==> src/rtl/coherence_bus_ctrl.sv <==
// Coherence/memory controller between CPUS cores' private I/D caches and one RAM port.
// Round-robin arbitration, snoop broadcast, and cache-to-cache transfer with RAM writeback.
module coherence_bus_ctrl #(
  parameter int CPUS  = 2,
  parameter int WORDS = 2,
  parameter int DW    = 32
) (
  input  logic                 CLK,
  input  logic                 nRST,
  input  logic [CPUS-1:0]      iREN,
  input  logic [CPUS*DW-1:0]   iaddr,
  output logic [CPUS-1:0]      iwait,
  output logic [CPUS*DW-1:0]   iload,
  input  logic [CPUS-1:0]      dREN,
  input  logic [CPUS-1:0]      dWEN,
  input  logic [CPUS*DW-1:0]   daddr,
  input  logic [CPUS*DW-1:0]   dstore,
  output logic [CPUS-1:0]      dwait,
  output logic [CPUS*DW-1:0]   dload,
  input  logic [CPUS-1:0]      cctrans,
  input  logic [CPUS-1:0]      ccwrite,
  output logic [CPUS-1:0]      ccwait,
  output logic [CPUS-1:0]      ccinv,
  output logic [CPUS*DW-1:0]   ccsnoopaddr,
  output logic                 ramREN,
  output logic                 ramWEN,
  output logic [DW-1:0]        ramaddr,
  output logic [DW-1:0]        ramstore,
  input  logic [DW-1:0]        ramload,
  input  logic [1:0]           ramstate
);

  localparam int IW = (CPUS > 1) ? $clog2(CPUS) : 1;
  localparam int CW = (WORDS > 1) ? $clog2(WORDS) : 1;
  localparam logic [CW-1:0] LAST = CW'(WORDS - 1);
  localparam logic [1:0] RAM_ACCESS = 2'd2;

  typedef enum logic [2:0] {IDLE, DWB, SNOOP_REQ, SNOOP_RSP, C2C, DREAD, IFETCH} state_t;

  state_t        state;
  logic [IW-1:0] dptr, iptr, req, resp;
  logic [CW-1:0] cnt;

  logic [DW-1:0] iaddr_w  [CPUS];
  logic [DW-1:0] daddr_w  [CPUS];
  logic [DW-1:0] dstore_w [CPUS];

  logic [CPUS-1:0] dreq;
  logic [IW-1:0]   dgrant, igrant, resp_next;
  logic            dfound, ifound, rfound;
  logic            access, snooping;

  assign dreq     = dWEN | dREN | cctrans;
  assign access   = (ramstate == RAM_ACCESS);
  assign snooping = (state == SNOOP_REQ) || (state == SNOOP_RSP);

  genvar gi;
  generate
    for (gi = 0; gi < CPUS; gi++) begin : g_core
      assign iaddr_w[gi]  = iaddr[gi*DW +: DW];
      assign daddr_w[gi]  = daddr[gi*DW +: DW];
      assign dstore_w[gi] = dstore[gi*DW +: DW];
      assign ccsnoopaddr[gi*DW +: DW] = (snooping && req != IW'(gi)) ? daddr_w[req] : '0;
      assign iload[gi*DW +: DW] = (state == IFETCH && req == IW'(gi)) ? ramload : '0;
      assign dload[gi*DW +: DW] = (state == DREAD && req == IW'(gi)) ? ramload :
                                  (state == C2C   && req == IW'(gi)) ? dstore_w[resp] : '0;
    end
  endgenerate

  // Scan from the far end so the last hit written is the first requester at/after the pointer.
  always_comb begin
    int dj, ij;
    dgrant = '0;
    igrant = '0;
    dfound = 1'b0;
    ifound = 1'b0;
    for (int i = CPUS - 1; i >= 0; i--) begin
      dj = int'(dptr) + i;
      if (dj >= CPUS) dj = dj - CPUS;
      ij = int'(iptr) + i;
      if (ij >= CPUS) ij = ij - CPUS;
      if (dreq[IW'(dj)]) begin
        dgrant = IW'(dj);
        dfound = 1'b1;
      end
      if (iREN[IW'(ij)]) begin
        igrant = IW'(ij);
        ifound = 1'b1;
      end
    end
  end

  always_comb begin
    resp_next = '0;
    rfound    = 1'b0;
    for (int k = CPUS - 1; k >= 0; k--) begin
      if (IW'(k) != req && ccwrite[IW'(k)]) begin
        resp_next = IW'(k);
        rfound    = 1'b1;
      end
    end
  end

  function automatic logic [IW-1:0] next_ptr(input logic [IW-1:0] g);
    return (int'(g) == CPUS - 1) ? '0 : g + 1'b1;
  endfunction

  always_ff @(posedge CLK or negedge nRST) begin
    if (!nRST) begin
      state <= IDLE;
      dptr  <= '0;
      iptr  <= '0;
      req   <= '0;
      resp  <= '0;
      cnt   <= '0;
    end else begin
      case (state)
        IDLE: begin
          cnt <= '0;
          if (dfound) begin
            req   <= dgrant;
            dptr  <= next_ptr(dgrant);
            state <= dWEN[dgrant] ? DWB : SNOOP_REQ;
          end else if (ifound) begin
            req   <= igrant;
            iptr  <= next_ptr(igrant);
            state <= IFETCH;
          end
        end
        DWB, C2C, DREAD: begin
          if (access) begin
            if (cnt == LAST) begin
              cnt   <= '0;
              state <= IDLE;
            end else begin
              cnt <= cnt + 1'b1;
            end
          end
        end
        SNOOP_REQ: state <= SNOOP_RSP;
        SNOOP_RSP: begin
          resp <= resp_next;
          cnt  <= '0;
          if (!dREN[req])  state <= IDLE;
          else if (rfound) state <= C2C;
          else             state <= DREAD;
        end
        IFETCH: if (access) state <= IDLE;
        default: state <= IDLE;
      endcase
    end
  end

  always_comb begin
    iwait    = '1;
    dwait    = '1;
    ccwait   = '0;
    ccinv    = '0;
    ramREN   = 1'b0;
    ramWEN   = 1'b0;
    ramaddr  = '0;
    ramstore = '0;
    case (state)
      DWB: begin
        ramWEN   = 1'b1;
        ramaddr  = daddr_w[req];
        ramstore = dstore_w[req];
        if (access) dwait[req] = 1'b0;
      end
      SNOOP_REQ, SNOOP_RSP: begin
        ccwait      = ~({{(CPUS-1){1'b0}}, 1'b1} << req);
        ccinv       = ccwrite[req] ? ccwait : '0;
        if (state == SNOOP_RSP && !dREN[req]) dwait[req] = 1'b0;
      end
      C2C: begin
        ccwait[resp] = 1'b1;
        ramWEN       = 1'b1;
        ramaddr      = daddr_w[resp];
        ramstore     = dstore_w[resp];
        if (access) begin
          dwait[req]  = 1'b0;
          dwait[resp] = 1'b0;
        end
      end
      DREAD: begin
        ramREN  = 1'b1;
        ramaddr = daddr_w[req];
        if (access) dwait[req] = 1'b0;
      end
      IFETCH: begin
        ramREN  = 1'b1;
        ramaddr = iaddr_w[req];
        if (access) iwait[req] = 1'b0;
      end
      default: ;
    endcase
  end

endmodule

==> config.mk <==
export PLATFORM = sky130hd
export DESIGN_NAME = coherence_bus_ctrl
export DESIGN_NICKNAME = d
export VERILOG_FILES = /design/src/rtl/coherence_bus_ctrl.sv
export SDC_FILE = /design/constraint.sdc
export NUM_CORES = 1
export LEC_CHECK = 0
export ABC_AREA = 1
export CAP_MARGIN = 40
export CORE_AREA = 2 2 194 196
export CTS_BUF_LIST = sky130_fd_sc_hd__clkbuf_8
export CTS_CLUSTER_DIAMETER = 200
export DETAILED_ROUTE_END_ITERATION = 6
export DIE_AREA = 0 0 196 198
export MAX_ROUTING_LAYER = met4
export PLACE_DENSITY = 0.52
export REMOVE_ABC_BUFFERS = 1
export SLEW_MARGIN = 20
export SYNTH_ARGS = -nofsm -noshare
export SYNTH_HDL_FRONTEND = slang
export SYNTH_SLANG_ARGS = --single-unit
==> constraint.sdc <==
create_clock -name CLK -period 1.92 [get_ports CLK]
set_input_delay 0.384 -clock CLK [delete_from_list [all_inputs] [get_ports CLK]]
set_output_delay 0.384 -clock CLK [all_outputs]
set_load 0.01 [all_outputs]
Word-level counts from Yosys, hierarchy flattened
Cells that the tools add are included.
Widths: inputs -> output; s select.
- flip-flop bits (word level): 7
- output and inout bits: 266
- logic and storage cells: 146
- add/sub/neg operators: 9
- $lt $le $gt $ge: 12
- equal/unequal tests: 11
- shifts and indexed selects: 1
- muxes and demuxes: 74
- bitwise operators: 7
- reductions and logical operators: 27
- operators by type and width (kind ; count):
    $mux 32 ; 17
    $pmux 32 s3 ; 1
    $pmux 32 s2 ; 1
    $mux 1 ; 37
    $mux 3 ; 6
    $pmux 3 s5 ; 1
    $mux 2 ; 7
    $lt 1x3->1 const B ; 4
    $logic_and 1x1->1 ; 11
    $reduce_or 2->1 ; 5
    $eq 3x3->1 const B ; 3
    $eq 3x2->1 const B ; 2
    $ge 2x2->1 const B ; 3
    $ne 2x2->1 const B ; 3
    $pmux 2 s3 ; 1
    $reduce_and 2->1 ; 3
    $add 1x1->2 const B ; 2
    $ge 1x2->1 const B ; 2
    $lt 1x2->1 const B ; 2
    $not 2->2 ; 2
    $pmux 2 s2 ; 1
    $reduce_and 4->1 ; 1
    $reduce_bool 2->1 ; 2
    $sub 1x1->1 const B ; 4
    16 further kinds ; 20

Longest topological paths before layout
- depth after elaboration: 13
- depth in mapped cells: 9
- gate-level depth less buffers: 7

Least setup slack after synthesis
OpenSTA, ideal clock, no wires.
- kind: reg2out
- start point: register state[0]
- end point: output port dload[53]
- data arrival time: 1293 ps
- path slack: 243 ps
- cell stages (with the launch flop): 7
- cell sequence: dfrtp_1 -> nor2_1 -> nand2_2 -> inv_2 -> nand2_2 -> buf_4 -> o22ai_1
- word-level cells in the longest chain between the ends: 4
- elaborated cells between the ends (all ways): 6
- RTL lines (what ; line ; text):
    from (decl) ; 40 ; state_t state;
    from (signal assigned) ; 123 ; state <= dWEN[dgrant] ? DWB : SNOOP_REQ;
    $eq 3x3->1 ; 66 ; (state == C2C && req == IW'(gi)) ? dstore_w[resp] : '0;
    $logic_and 1x1->1 ; 66 ;
    $mux 32 ; 66 ;
    $mux 32 * ; 65 ; assign dload[gi*DW +: DW] = (state == DREAD && req == IW'(gi)) ? ramload :
    to (decl) ; 19 ; output logic [CPUS*DW-1:0] dload,
Every way passes the cells marked *; elsewhere a longest branch is shown, timed or not.

Worst setup path after layout
- start point: register req
- end point: output port ccsnoopaddr[33]
- word-level cells in the longest chain between the ends: 5
- elaborated cells between the ends (all ways): 7
- RTL lines (what ; line ; text):
    from (decl) ; 41 ; logic [IW-1:0] dptr, iptr, req, resp;
    from (signal assigned) ; 121 ; req <= dgrant;
    from (signal assigned) ; 125 ; req <= igrant;
    $not 1->2 (implied by the code) ; 63 ; assign ccsnoopaddr[gi*DW +: DW] = (snooping && req != IW'(gi)) ? daddr_w[req] : '0;
    $mux 32 (implied by the code) (3 in a row) ; 63 ;
    $mux 32 * ; 63 ;
    to (decl) ; 24 ; output logic [CPUS*DW-1:0] ccsnoopaddr,
Every way passes the cells marked *; elsewhere a longest branch is shown, timed or not. The select of a mux whose other input is x is not followed.

==> metrics.md <==
| Metric | Value |
|---|---|
| Status | finished, violations left |
| Violated checks | setup timing |
| Final Hold Violating Endpoints | 0 |
| Largest family of logic cells by synthesized area | simple AND/OR/NAND/NOR gates |
| Compound-gate portion of the synthesized area | between 20% and 30% |
| Flip-flop and latch area | 181 sq um |
| Mux contribution to synthesized area | 0% |
| Util after Layout | 35.1% |
| CP Max Fanout | 10 |
| CORE AREA | about 37000 sq um |
| Synth Area per Inst | about 4.8 sq um |
| GRT overflow | 0 |
| Worst path required time | between 1.5 and 2 ns |
| Post-detail-place hpwl | 27100 um |
| CP Capture Type | output pin |
| # fillers | between 3000 and 4000 |
| CTS root buffer | clkbuf_8 |
| Post-synth EDFFs | 0 |
| Critical path buffer and inverter count | 5 |
| Clk pin slew, worst setup/hold paths | 0.04 ns |
| Max Slew Vio Count | 0 |
| HP Class | input port to asynchronous set/reset pin |
| Placement Setup Slack | -0.447 ns |
| Final instance area | 13000 sq um |
| Simple-Gate Fraction of Synth Area | ~43% |
| Largest net degree at the start of global routing | 32 |
| DRC violations left | 0 |
| Multi-input gate area | around 4100 sq um |
| Die Wd | around 200 um |
| Placed cell count | between 1500 and 2000 |
| Post-synth ARST share | 100% |
| Tmin final | 2.25 ns |
| RSZ-0062 raised after global routing | true |
| Chip Height | 198 um |
| Sink Count | 7 |
| Mapped cell area | between 3000 and 4000 sq um |
| Lkg Pwr | a little under 7 nW |
| Layout Nets | between 1500 and 2000 |
| Synth top area cells | nand2_1 22%, inv_1 13%, nor2_1 12%, o22ai_1 10%, o21ai_0 9.1% |
| Antenna violations before repair | 1 |
| Seq cells post-synth | 7 |
| Critical Path Source | req |
| Drt pass-1 iters | 4 |
| Fin crit share | 117% |
| Layout cell share with drive strength beyond 1 | roughly 46% |
| Adder-cell share of the synthesized area | 0% |
| Fmax | 0.444 GHz |
| Starting DRT DRC Count | 415 |
| GRT Total Usage | a little under a fifth |
| Gate Count Post-Synth | about 820 |
| H-Tree Depth | 1 |
| Top_reg_cell synth | dfrtp_1 |
| WS Path Type | flop to output pin |
| Reg2Reg Launch Point | state[2] |
| Synth cell types | 29 |
| IO Pins | ~500 |
| Max-cap viol count | 0 |
| Crit-path max cell delay | 0.52 ns |
| Slew Limit Headroom | about 73% |
| TNS Setup | -44.67 ns |
| Final WS setup | -0.332 ns |
| Starting density of the core | between 10% and 20% |
| Share of the synthesized area in the top cell type | about 22% |
| CP arrival | approximately 1.9 ns |
| Area after DPL | approximately 10000 sq um |
| Slowest CP cell | dfrtp_4 |
| ANT nets after route | 0 |
| Via count | between 8000 and 9000 |
| Routed WL | approximately 42000 um |
| Max IR drop VDD | 0.000470 V |
| CTS Buf Count | 3 |
| Routed len/inst | 21.1 um |
| Finished Layout Cells | 1977 |
| Family with the most delay on the worst path | buffers and inverters |
| Post-synthesis xor/xnor area fraction | less than 1% |
| Yosys warning count | 0 |
| Port Buf Inserts | around 500 |
| Critical Path Source Type | flop |
| Most frequent cell after synthesis | nand2_1 |
| Final Wtd Congestion | a little over 0.9 |
| Final Skew | 0.000219 ns |
| Synth cell count leaders | 230 x nand2_1, 141 x inv_1, 129 x nor2_1 |
| Sequential area share after synthesis | between 4 and 5% |
| Power Dens Cells | approximately 890 nW/um^2 |
| Worst-case clock buffer depth | 2 |
| Layout area overhead | 226% |
| Worst-Margin Slew | between 0.4 and 0.5 ns |
| Post-synth top area cell | nand2_1 |
| Clock Latency Late Sink | between 0.2 and 0.25 ns |
| Crit path cell chain | buf_4 > nor2_4 > clkinv_4 > buf_12 > clkbuf_16 > nor2_1 > dlygate4sd2_1 |
| TritonCTS clock tree | built |
| Global-route wire length before repair | approximately 52000 um |
| Drt via density | around 4.3 |
| Cell Rows | a little over 70 |
| Final setup fails | around 240 |
| Vias in the first global route | 7602 |
| Full die area | between 30000 and 40000 sq um |
-- state kept, by name, indices dropped and copies added, names as in the netlist --
name,cells
req,1
dptr,1
cnt,1
iptr,1
state,3
-- repair_timing --
item / CTS / global route
pin swaps: 12 / 28
buffers inserted: 28 / 54
hold buffers: 0 / 0
gates cloned: 16 / 20
endpoints found under the setup margin: 266 / 266
resized for setup: 789 / 703
-- logic make-up after synthesis --
group	after synthesis
xor+xnor	2
buf+inv	208
flops	7
simple gates	413
compound gates	192
-- layout by cell type (no fill, tap or decap), types with 13 or more instances in the layout --
cell type / synthesis / routed
nand2_1: 230 / 189
buf_4: 8 / 120
nand2_2: 4 / 28
dlygate4sd2_1: 0 / 16
nor2_4: 1 / 61
o21ai_1: 9 / 23
clkbuf_16: 0 / 13
buf_2: 27 / 129
inv_1: 141 / 141
o22ai_1: 64 / 17
buf_16: 0 / 17
o211ai_1: 32 / 32
nor2_1: 129 / 67
clkbuf_2: 0 / 17
o21ai_0: 72 / 25
nand4_1: 22 / 22
dlymetal6s2s_1: 0 / 21
nor2_2: 14 / 16
buf_12: 0 / 36
nand2_4: 1 / 14
buf_6: 13 / 119
o22ai_2: 0 / 38
o21ai_2: 0 / 22
clkdlybuf4s50_1: 0 / 235
-- worst reg2reg max path, delay by kind of cell (launching register included) --
kind	cells	cell delay, ns
flops	1	0.43
simple gates	5	0.46
buf+inv	5	0.57
-- per-stage QoR --
step / total power (W) / hold slack, ns
floorplan: 0.00346 / 0.0884
global placement: 0.00881 / 0.462
detailed placement: 0.00876 / 0.463
CTS: 0.00959 / 0.456
global route: 0.0123 / 0.471
finish: 0.0115 / 0.450
-- where the power goes --
part           switching, W  internal [W]
combinational       0.00568       0.00534
sequential        0.0000917      0.000229
clock             0.0000737      0.000139
total               0.00584       0.00571
-- worst paths after layout --
| kind | end | slack (ns) | cells past startpoint |
|---|---|---|---|
| max in group asynchronous | req | 1.15 | 1 |
| hold / removal | cnt | 0.45 | 1 |
| setup reg to reg | state[0] | 0.37 | 10 |
| hold reg to reg | iptr | 0.47 | 1 |
| setup / recovery | ccsnoopaddr[33] | -0.33 | 7 |
| min in group CLK | iptr | 0.47 | 1 |
-- layout make-up --
type | count | share of cell area [%]
Sequential cell | 7 | 1.40
Antenna cell | 1 | 0.0193
Clock buffer | 3 | 0.318
Clock inverter | 1 | 0.0289
Inverter | 149 | 4.81
Timing Repair Buffer | 735 | 57.1
Tap cell | 474 | 4.57
Multi-Input combinational cell | 607 | 31.7
-- per-layer routing --
layer | up-vias | global-route usage [%] | wire, um
li1 | 4010 | - | -
met1 | 4018 | 23.3 | 17600
met3 | 60 | 1.99 | 2480
met4 | 0 | 3.90 | 1210
met5 | - | - | 0
met2 | 383 | 31.1 | 20400
No activity file was read; power rests on OpenSTA's default activity.
